## src/rtl/display_pkg.sv

```systemverilog
// Shared display constants and types for the 480p pipeline stages.
package display_pkg;
  localparam int CORDW = 10;
  localparam int H_RES = 640;
  localparam int V_RES = 480;

  typedef logic [CORDW-1:0] coord_t;
  typedef enum logic {FWD = 1'b0, BACK = 1'b1} dir_t;
endpackage

```

## src/rtl/bounce_axis.sv

```systemverilog
// One axis of the bouncing square: position register plus FWD/BACK direction
// state, advanced by SPEED on each step and clamped at 0 and LIMIT-SIZE.
module bounce_axis
  import display_pkg::*;
#(
  parameter int LIMIT = H_RES,
  parameter int SIZE  = 200,
  parameter int SPEED = 1,
  parameter int P0    = 0
) (
  input  logic   clk_pix,
  input  logic   btn_rst_n,
  input  logic   step,
  output coord_t pos,
  output dir_t   dir
);

  localparam logic [CORDW:0] SPEED_W = (CORDW+1)'(SPEED);
  localparam logic [CORDW:0] MAX_W   = (CORDW+1)'(LIMIT - SIZE);
  localparam coord_t         P0_C    = CORDW'(P0);

  coord_t         pos_q, pos_d;
  dir_t           dir_q, dir_d;
  logic [CORDW:0] pos_ext;
  logic [CORDW:0] fwd_sum;

  // One extra bit keeps pos+SPEED from wrapping before the edge compare.
  always_comb begin
    pos_d   = pos_q;
    dir_d   = dir_q;
    pos_ext = {1'b0, pos_q};
    fwd_sum = pos_ext + SPEED_W;
    if (step) begin
      if (dir_q == FWD) begin
        if (fwd_sum >= MAX_W) begin
          pos_d = MAX_W[CORDW-1:0];
          dir_d = BACK;
        end else begin
          pos_d = fwd_sum[CORDW-1:0];
        end
      end else begin
        if (pos_ext <= SPEED_W) begin
          pos_d = '0;
          dir_d = FWD;
        end else begin
          pos_d = pos_q - SPEED_W[CORDW-1:0];
        end
      end
    end
  end

  always_ff @(posedge clk_pix or negedge btn_rst_n) begin
    if (!btn_rst_n) begin
      pos_q <= P0_C;
      dir_q <= FWD;
    end else begin
      pos_q <= pos_d;
      dir_q <= dir_d;
    end
  end

  assign pos = pos_q;
  assign dir = dir_q;

endmodule

```

## src/rtl/square_motion.sv

```systemverilog
// Per-frame square animation and registered inside-square test, with the
// timing-generator syncs delayed one stage to stay aligned with square_q.
module square_motion #(
  parameter int CORDW = 10,
  parameter int H_RES = 640,
  parameter int V_RES = 480,
  parameter int SIZE  = 200,
  parameter int SPEED = 1,
  parameter int X0    = 220,
  parameter int Y0    = 140
) (
  input  logic             clk_pix,
  input  logic             btn_rst_n,
  input  logic             run,
  input  logic [CORDW-1:0] sx,
  input  logic [CORDW-1:0] sy,
  input  logic             hsync,
  input  logic             vsync,
  input  logic             de,
  output logic             square_q,
  output logic             hsync_q,
  output logic             vsync_q,
  output logic             de_q,
  output logic             frame,
  output logic [CORDW-1:0] pos_x,
  output logic [CORDW-1:0] pos_y,
  output logic [1:0]       dir_dbg
);

  import display_pkg::dir_t;

  localparam logic [CORDW-1:0] V_RES_C = CORDW'(V_RES);
  localparam logic [CORDW:0]   SIZE_W  = (CORDW+1)'(SIZE);

  logic frame_start;
  logic step_en;
  logic in_x, in_y;
  logic square_d, frame_d;
  logic frame_q;
  dir_t dx, dy;

  // First blanking line, first pixel: position may change without tearing.
  assign frame_start = (sy == V_RES_C) && (sx == '0);
  assign step_en     = frame_start && run;

  bounce_axis #(
    .LIMIT (H_RES),
    .SIZE  (SIZE),
    .SPEED (SPEED),
    .P0    (X0)
  ) u_axis_x (
    .clk_pix   (clk_pix),
    .btn_rst_n (btn_rst_n),
    .step      (step_en),
    .pos       (pos_x),
    .dir       (dx)
  );

  bounce_axis #(
    .LIMIT (V_RES),
    .SIZE  (SIZE),
    .SPEED (SPEED),
    .P0    (Y0)
  ) u_axis_y (
    .clk_pix   (clk_pix),
    .btn_rst_n (btn_rst_n),
    .step      (step_en),
    .pos       (pos_y),
    .dir       (dy)
  );

  // Left/top inclusive, right/bottom exclusive.
  always_comb begin
    in_x     = ({1'b0, sx} >= {1'b0, pos_x}) && ({1'b0, sx} < ({1'b0, pos_x} + SIZE_W));
    in_y     = ({1'b0, sy} >= {1'b0, pos_y}) && ({1'b0, sy} < ({1'b0, pos_y} + SIZE_W));
    square_d = in_x && in_y;
    frame_d  = frame_start;
  end

  always_ff @(posedge clk_pix or negedge btn_rst_n) begin
    if (!btn_rst_n) begin
      square_q <= 1'b0;
      hsync_q  <= 1'b0;
      vsync_q  <= 1'b0;
      de_q     <= 1'b0;
      frame_q  <= 1'b0;
    end else begin
      square_q <= square_d;
      hsync_q  <= hsync;
      vsync_q  <= vsync;
      de_q     <= de;
      frame_q  <= frame_d;
    end
  end

  assign frame   = frame_q;
  assign dir_dbg = {dy, dx};

endmodule

```

## config.mk

```make
export PLATFORM = sky130hd
export DESIGN_NAME = square_motion
export DESIGN_NICKNAME = d
export VERILOG_FILES = /design/src/rtl/display_pkg.sv /design/src/rtl/bounce_axis.sv /design/src/rtl/square_motion.sv
export SDC_FILE = /design/constraint.sdc
export NUM_CORES = 1
export LEC_CHECK = 0
export ABC_AREA = 1
export CAP_MARGIN = 25
export CORE_MARGIN = 5
export CORE_UTILIZATION = 45
export CTS_CLUSTER_DIAMETER = 30
export DETAILED_ROUTE_END_ITERATION = 10
export PLACE_DENSITY_LB_ADDON = 0.1
export SLEW_MARGIN = 20
export SYNTH_ARGS = -nofsm -noshare
export SYNTH_HDL_FRONTEND = slang
export SYNTH_HIERARCHICAL = 1
export SYNTH_SLANG_ARGS = --single-unit
```

## constraint.sdc

```tcl
create_clock -name clk_pix -period 2.1 [get_ports clk_pix]
set_input_delay 0.42 -clock clk_pix [delete_from_list [all_inputs] [get_ports clk_pix]]
set_output_delay 0.42 -clock clk_pix [all_outputs]
set_load 0.01 [all_outputs]
```

==> summary.md <==
| Metric | Value |
|---|---|
| Result of the run | completed |
| Critical Path AT | between 1.5 and 2 ns |
| Count of distinct cell types in the synthesized netlist | 40 |
| Initial antenna violation count | 0 |
| Critical setup path kind | reg -> out |
| Number of rows in the core area | 32 |
| Startpoint of the worst setup timing path | u_axis_y/pos[3] |
| WL final | roughly 9800 um |
| Initial core utilization | 0.4608 |
| Final HPWL DP | approximately 8000 um |
| Most used cells in the layout excluding fill and tap cells | sky130_fd_sc_hd__nand2_1, sky130_fd_sc_hd__nor2_1, sky130_fd_sc_hd__inv_1 |
| Stages on the worst setup path | 2 |
| Iteration-0 DRC count of the detailed router | roughly 180 |
| Reg clk slew, reported paths | about 0.10 ns |
| Bufs on Longest Clock Path | 2 |
| TritonCTS clock tree | yes |
| Count of input and output buffers | 52 |
| VDD IR max | just under 300 uV |
| Register-to-register setup slack | about 0.16 ns |
| Boundary pin count | between 50 and 60 |
| Fraction of layout instances using a drive strength above 1 | 0.1978 |
| # fillers | approximately 760 |
| Diodes inserted | 0 |
| Category of the worst setup path capture point | output port |
| Synth Cell Area | between 3000 and 4000 um2 |
| Endpoint required time on the critical path | 1.68 ns |
| Global-route wire length before repair | 16570 um |
| CP Buf/Inv Count | 2 |
| Most frequent standard cell in the layout excluding fill and tap cells | sky130_fd_sc_hd__nand2_1 |
| Final number of max-transition violations | 0 |
| Compound-Gate Fraction of Synth Area | 0.1155 |
| Core utilization of the finished layout | 0.6040 |
| Adder-Cell Fraction of Synth Area | 0.1484 |
| GPL Wtd Cong | 0.9062 |
| Number of clock buffers inserted by TritonCTS | 3 |
| Number of nets with antenna violations after routing | 0 |
| Min-delay worst type | in -> async |
| Area added between synthesis and finish | 31.08% |
| Via count of the first global-routing pass | 3586 |
| Largest fanout on the critical path | 7 |
| Main combinational cell family by area after synthesis | simple AND/OR/NAND/NOR gates |
| Syn nets | a little over 600 |
| RSZ-0062 raised after global routing | yes |
| Width of the die | a little under 100 um |
| Number of warnings printed during yosys synthesis | 6 |
| Maximum operating frequency | just under 0.5 GHz |
| Max stage delay on crit path | about 0.65 ns |
| Cell type group with the largest total delay on the critical path | buffers and inverters |
| Number of nets in the layout | a little over 700 |
| CTS hold repair buffers | 0 |
| FF-to-FF path depth | 12 |
| Leak | roughly 2.3 nW |
| Time the final worst path needs with I/O delays and setup | 2.034 ns |
| Via density | between 5 and 6 |
| Simple logic cell fraction of the synthesized area | 0.3995 |
| Count of maximum capacitance violations | 0 |
| Transition time of the tightest slew-check pin | between 0.3 and 0.4 ns |
| Total number of clock tree sinks | 27 |
| Crit path max-delay cell type | sky130_fd_sc_hd__dfstp_2 |
| H-Tree Depth | 1 |
| Vias post-DR | between 3000 and 4000 |
| First-pass detailed-route iteration total | 5 |
| Mux contribution to synthesized area | 0 |
| Crit share post-route | 0.9687 |
| Total Die Area | between 9000 and 10000 um2 |
| Avg Inst Size Synth | around 6.4 um2 |
| Worst Skew | 0.01069 ns |
| Placed cell count | 739 |
| Final instance count without filler cells | 749 |
| Share of the yosys chip area belonging to registers | 0.1936 |
| Total of endpoints with negative setup slack in the final report | 0 |
| Area inside the core boundary | ~7700 um2 |
| Power per standard cell area | between 200 and 250 nW/um2 |
| Root Driver | sky130_fd_sc_hd__clkbuf_8 |
| Worst reg2reg path endpoint | square_q |
| DRC Markers | 0 |
| Kind of launch point of the worst setup path | register |
| Termination of the worst setup path | pos_y[3] |
| Critical path cell sequence | buf_6, clkdlybuf4s50_1 |
| Synthesized-area fraction occupied by xor and xnor cells | 0.03214 |
| Flip-flop and latch count after synthesis | 27 |
| Final-report hold violation count | 0 |
| Worst slew margin relative to its limit | 0.7620 |
| Maximum number of pins on one net before global-route repair | 28 |
| Global route overflow | 0 |
| Number of instances in the synthesized netlist | between 500 and 600 |
| WL/cell | 13.06 um |
| Reg2Reg Launch Point | u_axis_x/pos[3] |
| Clk_lat worst skew | about 0.27 ns |
| Die span in y | just under 100 um |
| GRT Total Usage | 0.2024 |
## power breakdown
group / leakage (nW) / internal, mW / switching (mW)
Combinational: 1.96 / 0.111 / 0.0889
Sequential: 0.323 / 0.524 / 0.00111
Clock: 0.0217 / 0.135 / 0.161
Total: 2.31 / 0.770 / 0.251
## worst reg2reg max path, cell delays in order (launching register included)
cell and delay [ns]:
sky130_fd_sc_hd__dfstp_2 0.58, sky130_fd_sc_hd__ha_1 0.19, sky130_fd_sc_hd__nand2_1 0.11, sky130_fd_sc_hd__a21oi_1 0.16, sky130_fd_sc_hd__a21oi_1 0.07, sky130_fd_sc_hd__ha_1 0.28, sky130_fd_sc_hd__nand2_1 0.07, sky130_fd_sc_hd__inv_1 0.05
sky130_fd_sc_hd__nand3_2 0.09, sky130_fd_sc_hd__nor2_1 0.05, sky130_fd_sc_hd__nor2_1 0.09, sky130_fd_sc_hd__nand2_1 0.05, sky130_fd_sc_hd__nor2_1 0.10
## synth_stat cells, drive strengths merged
| library cell | number | share of area |
|---|---|---|
| nand3b | 5 | 0.011 |
| a22oi | 1 | 0.0021 |
| a31oi | 1 | 0.0018 |
| a21boi | 1 | 0.0021 |
| nor4 | 2 | 0.0035 |
| a211oi | 1 | 0.0021 |
| nor2 | 91 | 0.11 |
| xor2 | 11 | 0.027 |
| o21ai | 16 | 0.026 |
| nand3 | 47 | 0.073 |
| o211ai | 1 | 0.0021 |
| dfrtp | 19 | 0.13 |
| a21oi | 45 | 0.069 |
| buf | 11 | 0.022 |
| dfstp | 8 | 0.059 |
| nand2 | 146 | 0.17 |
| clkbuf | 5 | 0.0056 |
| xnor2 | 2 | 0.0049 |
| nor3b | 2 | 0.0042 |
| ha | 42 | 0.15 |
| a21o | 1 | 0.0021 |
| nand4 | 9 | 0.018 |
| and3 | 1 | 0.0018 |
| o21bai | 4 | 0.0085 |
| inv | 79 | 0.084 |
| nor3 | 3 | 0.0042 |
| nor4b | 1 | 0.0025 |
## sequential cells by signal, indices dropped and copies added, names as in the netlist
register,flops
u_axis_x/pos,10
hsync_q,1
frame,1
vsync_q,1
u_axis_y/dir,1
square_q,1
u_axis_y/pos,10
u_axis_x/dir,1
de_q,1
## cell families (layout without fill, tap and decap cells)
family	after synthesis	count (layout)
and+or+nand+nor	307	307
buffers and inverters	95	187
AOI/OAI and AO/OA	71	71
adders and majority gates	42	42
DFF	27	27
xor gates and xnor gates	13	13
## routing by layer
metal,global-route usage,vias up,part of all wire
met1,0.2821,1720,0.47
met3,0.02548,12,0.052
met4,0.03046,0,0.013
met2,0.3427,111,0.47
met5,0,-,0
li1,-,1963,-
## area by class of cell
type / instances / area [um2] / share of cell area
flip-flops and latches: 27 / 686.9 / 0.1479
clock inverters: 1 / 7.507 / 0.001617
inverters: 79 / 296.5 / 0.06386
repair buffers: 104 / 938.4 / 0.2021
multi-input cells: 433 / 2545 / 0.5481
clock buffers: 3 / 41.29 / 0.008892
well taps: 102 / 127.6 / 0.02749
## metrics by stage
stage | cell area [um2] | setup TNS, ns | hold WS (ns) | total power [mW] | setup slack [ns]
CTS | 4531 | 0 | 0.5100 | 1.032 | 0.02097
finish | 4643 | 0 | 0.5005 | 1.021 | 0.06577
detailed placement | 4451 | -9.275 | 0.5971 | 0.7322 | -0.4907
global placement | 4451 | -8.904 | 0.5937 | 0.7279 | -0.4534
floorplan | 3548 | 0 | 0.1244 | 0.6093 | 0.06949
global route | 4643 | -0.08590 | 0.5263 | 1.090 | -0.02650
## how the worst min path moves through the flow
stage                            endpoint  slack [ns]  cells past startpoint
after floorplan                      de_q        0.12                      0
after global placement    u_axis_y/pos[7]        0.59                      2
after detailed placement  u_axis_y/pos[7]        0.60                      2
after CTS                        square_q        0.51                      2
after global routing      u_axis_x/pos[9]        0.53                      2
final                     u_axis_x/pos[9]        0.50                      2
## timing repair
action | CTS | global route
setup buffers | 2 | 4
endpoints found under the setup margin | 22 | 21
pin swaps | 3 | 10
gates resized for setup | 6 | 22
Power figures use the tool's default switching activity.
